<file path="config.mk">
export PLATFORM = sky130hd
export DESIGN_NAME = stall_or_merge
export DESIGN_NICKNAME = d
export VERILOG_FILES = /design/src/rtl/stall_or_merge_pkg.sv /design/src/rtl/stall_or_merge_prio_enc.sv /design/src/rtl/stall_or_merge.sv
export SDC_FILE = /design/constraint.sdc
export NUM_CORES = 1
export LEC_CHECK = 0
export BUFFER_PORTS_ARGS = -buffer_cell sky130_fd_sc_hd__buf_2
export CORE_UTILIZATION = 42
export DETAILED_ROUTE_END_ITERATION = 6
export PLACE_DENSITY = 0.77
export SYNTH_ARGS = -nofsm -noshare
export SYNTH_HDL_FRONTEND = slang
export SYNTH_HIERARCHICAL = 1
export SYNTH_SLANG_ARGS = --single-unit
export TNS_END_PERCENT = 10
</file>
<file path="constraint.sdc">
create_clock -name clk -period 2.4 [get_ports clk]
set_clock_uncertainty 0.2 [all_clocks]
set_input_delay 0.24 -clock clk [delete_from_list [all_inputs] [get_ports clk]]
set_output_delay 0.24 -clock clk [all_outputs]
set_load 0.005 [all_outputs]
</file>
<file path="src/rtl/stall_or_merge_pkg.sv">
// stall_or_pkg: shared constants, width helper and types for the stall/flush
// request merger (stall_or_merge) and its lowest-set-bit priority encoder.
package stall_or_pkg;

  // Default width of the hold-length input / hold counter.
  localparam int HOLD_W_DEF = 3;

  // Default number of request sources (matches the legacy 6-input OR).
  localparam int N_SRC_DEF = 6;

  // Index width needed to name one of n sources; never narrower than 1 bit.
  function automatic int src_idx_w(input int n);
    return (n > 1) ? $clog2(n) : 1;
  endfunction

  // Cause index type for the default source count.
  typedef logic [src_idx_w(N_SRC_DEF)-1:0] cause_id_t;

endpackage

</file>
<file path="src/rtl/stall_or_merge_prio_enc.sv">
// prio_enc_lsb: combinational lowest-set-bit priority encoder.
// Ports:
//   in_i    [N]      request vector
//   idx_o   [IDX_W]  index of the lowest set bit (0 when none set)
//   valid_o          at least one bit of in_i is set
module prio_enc_lsb #(
  parameter int N     = 6,
  parameter int IDX_W = 3
) (
  input  logic [N-1:0]     in_i,
  output logic [IDX_W-1:0] idx_o,
  output logic             valid_o
);

  assign valid_o = |in_i;

  // Scan from the top down so the lowest set bit is the last one to win.
  always_comb begin
    idx_o = '0;
    for (int i = N - 1; i >= 0; i--) begin
      idx_o = in_i[i] ? IDX_W'(i) : idx_o;
    end
  end

endmodule

</file>
<file path="src/rtl/stall_or_merge.sv">
// stall_or_merge: merges N_SRC maskable stall/flush request lines.
// any_comb is the zero-latency OR of the unmasked requests (drop-in for the
// old fixed OR); stall_q is a registered copy stretched by hold_len cycles
// after the last active request. cause_id latches the lowest active source
// at the start of each stall episode.
// Optional build macro: STALL_OR_STATS_EN enables the saturating episode
// counter ep_count (cleared by stat_clr); without it ep_count is tied to 0.
// Ports:
//   clk, rst_n            clock, async active-low reset
//   req        [N_SRC]    request lines (bit i = source i)
//   mask_we, mask_wdata   mask register write (1 = source disabled)
//   hold_len   [HOLD_W]   extra stall cycles after the last active request
//   any_comb              combinational |(req & ~mask_q)
//   stall_q               registered, stretched stall
//   hold_cnt   [HOLD_W]   current hold counter
//   cause_id              source index that opened the current/last episode
//   mask_q     [N_SRC]    current mask register
//   ep_count   [STAT_W]   saturating episode count
//   stat_clr              synchronous clear of ep_count
module stall_or_merge
  import stall_or_pkg::*;
#(
  parameter int               N_SRC    = 6,
  parameter int               HOLD_W   = HOLD_W_DEF,
  parameter logic [N_SRC-1:0] MASK_RST = '0,
  parameter int               STAT_W   = 8
) (
  input  logic                          clk,
  input  logic                          rst_n,
  input  logic [N_SRC-1:0]              req,
  input  logic                          mask_we,
  input  logic [N_SRC-1:0]              mask_wdata,
  input  logic [HOLD_W-1:0]             hold_len,
  output logic                          any_comb,
  output logic                          stall_q,
  output logic [HOLD_W-1:0]             hold_cnt,
  output logic [src_idx_w(N_SRC)-1:0]   cause_id,
  output logic [N_SRC-1:0]              mask_q,
  output logic [STAT_W-1:0]             ep_count,
  input  logic                          stat_clr
);

  localparam int IDX_W = src_idx_w(N_SRC);

  logic [N_SRC-1:0]  active_s;
  logic [IDX_W-1:0]  low_idx_s;
  logic              any_s;
  logic              start_s;
  logic              stall_d;
  logic [HOLD_W-1:0] hold_cnt_q;
  logic [HOLD_W-1:0] hold_cnt_d;
  logic [IDX_W-1:0]  cause_q;
  logic [IDX_W-1:0]  cause_d;

  // The mask register in effect this cycle gates requests; a write lands next cycle.
  assign active_s = req & ~mask_q;

  prio_enc_lsb #(
    .N     (N_SRC),
    .IDX_W (IDX_W)
  ) u_enc (
    .in_i    (active_s),
    .idx_o   (low_idx_s),
    .valid_o (any_s)
  );

  assign any_comb = any_s;
  // An episode opens on any active request while no stall is being driven.
  assign start_s  = any_s & ~stall_q;
  assign hold_cnt = hold_cnt_q;
  assign cause_id = cause_q;

  // Next-state: request reloads the hold, otherwise drain to zero without underflow.
  always_comb begin
    stall_d    = 1'b0;
    hold_cnt_d = hold_cnt_q;
    cause_d    = cause_q;
    if (any_s) begin
      stall_d    = 1'b1;
      hold_cnt_d = hold_len;
    end else if (hold_cnt_q != '0) begin
      stall_d    = 1'b1;
      hold_cnt_d = hold_cnt_q - HOLD_W'(1);
    end else begin
      stall_d    = 1'b0;
      hold_cnt_d = hold_cnt_q;
    end
    if (start_s) begin
      cause_d = low_idx_s;
    end else begin
      cause_d = cause_q;
    end
  end

  // Stall, hold counter, cause and mask registers.
  always_ff @(posedge clk or negedge rst_n) begin
    if (!rst_n) begin
      stall_q    <= 1'b0;
      hold_cnt_q <= '0;
      cause_q    <= '0;
      mask_q     <= MASK_RST;
    end else begin
      stall_q    <= stall_d;
      hold_cnt_q <= hold_cnt_d;
      cause_q    <= cause_d;
      if (mask_we) begin
        mask_q <= mask_wdata;
      end
    end
  end

`ifdef STALL_OR_STATS_EN
  logic [STAT_W-1:0] ep_count_q;

  // Saturating episode counter; a clear beats a simultaneous episode start.
  always_ff @(posedge clk or negedge rst_n) begin
    if (!rst_n) begin
      ep_count_q <= '0;
    end else if (stat_clr) begin
      ep_count_q <= '0;
    end else if (start_s && (ep_count_q != {STAT_W{1'b1}})) begin
      ep_count_q <= ep_count_q + STAT_W'(1);
    end
  end

  assign ep_count = ep_count_q;
`else
  logic unused_stat_clr_s;
  assign unused_stat_clr_s = stat_clr;
  assign ep_count          = '0;
`endif

endmodule

</file>
==> flow_summary.yaml <==
setup_path:
  critical_path_buf_inv_count: 0
  cp_max_fo: 9
  path_cells: "nor2b_1, nor4_2, nand2_1, nor2b_4, mux2_2"
  r2r_slack_ns: 0.52
  worstReg2RegEnd: "cause_id[1]"
  timing.rr.start: "mask_q[1]"
  startpoint_type: "flip-flop"
  worstPathRequired_ns: 2.36
  slowest_delay_ns: 0.40
  critPathTopFamily: "simple AND/OR/NAND/NOR gates"
  ff2ff_path_depth: 5
  worstSetupPathType: "reg -> reg"
  cp.arrival_ns: 1.84
  cpMaxStageDelayCell: "dfrtp_1"
  cp-end-kind: "flip-flop"
route:
  antenna_left: 0
  wl_per_cell_um: 12.0
  drtIter0Drc: 10
  vias_per_cell: 4.89
  vias: 596
  drc: 3
  dr.pass1.iters: 6
  wl_um: 1470
finish:
  drive_gt1_share_pct: 42.5
  syn2layout_area_growth_pct: 30.4
  final_util_pct: 61.2
  antenna_cells: 0
  fillCellCount: 134
  final_cell_count_no_fill: 122
  fin_area_um2: 955
  nets: 128
timing:
  max_freq_mhz: 532
  fin_crit_sh_pct: 78.3
  final_hold_viol_count: 0
  finalMaxSlewViolations: 0
  final.setup.worst_slack_ns: 0.520
  rsz0062_at_grt: "false"
  finalCriticalPeriod_ns: 1.88
  finalSetupViolCount: 0
  setup_tns_ns: 0
cts:
  worstSkewPairLatency_ns: 0.28
  cts_tree: "built"
  htree_levels: 1
  clk_pin_slew_worst_paths_ns: 0.08
  cts.sinks: 13
  clockBufferDepth: 2
  root_buffer: "clkbuf_4"
  numCtsBuffers: 3
yosys:
  ys_types: 19
  synth_area_per_cell_um2: 10.9
  yosys_warnings: 6
  ys_seq_elements: 13
  ys_seq_area_share_pct: 44.4
  syn_area_um2: 732
  syn_inst: 67
grt:
  grt_max_degree: 14
  grt-ovfl-total: 0
  grt_pass1_vias: 621
  antenna_found_initial: 0
  grt_first_pass_wirelength_um: 2480
  grtUsageTotal_pct: 17.7
placed_design:
  dp_slack_ns: 0.548
  dp_cells: 112
  postPlaceCellArea_um2: 868
  io_buffers: 31
  hpwl_um: 1120
  place_congestion: 0.784
floorplan:
  die_w_um: 43.7
  dieHeight_um: 43.7
  rows: 14
  start_util_pct: 47.0
  num_io_pins: 41
  core_um2: 1560
  dieArea_um2: 1910
status:
  status: "finished with violations"
  violations: "DRC"
hold_path:
  whs_path_depth: 2
  hp-start: "mask_wdata[3]"
  min_to: "mask_q[3]"
  hp-class: "in -> reg"
pwr:
  power.density_nw_per_um2: 600
  p_leak_nw: 0.479
  vdd_ir_drop_max_mv: 0.354
job:
  cap_violations: 0
worst reg2reg max path, cell delays in order, from the launching register on:
cell and delay [ns]:
dfrtp_1 0.40, nor2b_1 0.29, nor4_2 0.07, nand2_1 0.23, nor2b_4 0.23, mux2_2 0.34
metrics by stage:
step	total power (W)	hold WS, ns
global placement	0.000424	-0.0606
finish	0.000573	0.00797
floorplan	0.000373	-0.256
CTS	0.000575	0.00155
detailed placement	0.000432	-0.0585
global route	0.000606	0.0000540
Yosys cell counts:
cell / instances / area, um^2
nor3_1: 1 / 5.00
a31oi_1: 1 / 6.26
ha_1: 2 / 25.0
mux2_2: 9 / 101
a311oi_1: 1 / 8.76
nor4_2: 1 / 12.5
or3b_1: 1 / 8.76
nor2b_4: 1 / 13.8
conb_1: 1 / 3.75
buf_4: 8 / 60.1
dfrtp_1: 13 / 325
nor2b_1: 10 / 62.6
nand2b_1: 4 / 25.0
nand2_1: 1 / 3.75
nor2_1: 3 / 11.3
inv_1: 5 / 18.8
buf_2: 1 / 5.00
a221oi_1: 2 / 17.5
nor4b_1: 2 / 17.5
cells by family after synthesis:
group                      Yosys count  share of synthesized area, %
and+or+nand+nor                     24                          21.9
other                                1                         0.512
muxes                                9                          13.8
DFF                                 13                          44.4
AOI/OAI and AO/OA                    4                          4.45
buffers and inverters               14                          11.5
adders and majority gates            2                          3.42
worst max path at each step:
stage          cells after the start          end       from  slack [ns]
5_1_grt                            4     any_comb  mask_q[0]        0.38
3_3_place_gp                       5  cause_id[2]  mask_q[1]        0.59
2_1_floorplan                      5  cause_id[0]  mask_q[1]        0.69
3_5_place_dp                       5  cause_id[2]  mask_q[1]        0.55
4_1_cts                            4     any_comb  mask_q[0]        0.52
6_report                           5  cause_id[1]  mask_q[1]        0.52
sequential cells by signal, summed over array words and instances (netlist names):
signal    count
cause_id      3
mask_q        6
hold_cnt      3
stall_q       1
routing by layer:
layer  routed length, um  GRT usage, %  vias up
met5                   0             0        -
met4                  31          10.6        0
met3                  52          1.67        4
met2                 716          29.6       24
met1                 665          22.0      281
li1                    -             -      287
repair_timing:
item | in CTS | in global routing
resized for setup | 0 | 0
setup buffers | 0 | 0
hold buffers | 6 | 0
hold endpoints to repair | 18 | 0
cells in the final DEF (no fill, tap or decap), drive strengths merged:
cell type    synthesis  routed
ha                   2       2
clkbuf               0       4
dlygate4sd3          0       6
dfrtp               13      13
a311oi               1       1
inv                  5       5
nor4b                2       2
nor2                 3       3
nor3                 1       1
a31oi                1       1
a221oi               2       2
nand2                1       1
nand2b               4       4
conb                 1       8
buf                  9      31
nor2b               11      11
mux2                 9       9
or3b                 1       1
nor4                 1       1
final cells by class:
| class | count | area (um^2) | share of cell area (%) |
|---|---|---|---|
| clock buffers | 4 | 26.3 | 2.75 |
| flip-flops and latches | 13 | 325 | 34.1 |
| repair buffers | 37 | 215 | 22.5 |
| multi-input cells | 47 | 349 | 36.6 |
| well taps | 16 | 20.0 | 2.10 |
| inverters | 5 | 18.8 | 1.97 |
power breakdown:
part | total [W] | internal [W] | switching (W)
Combinational | 0.000158 | 0.0000893 | 0.0000684
Clock | 0.000138 | 0.0000644 | 0.0000737
Sequential | 0.000277 | 0.000255 | 0.0000228
(Power assumes the default switching activity.)
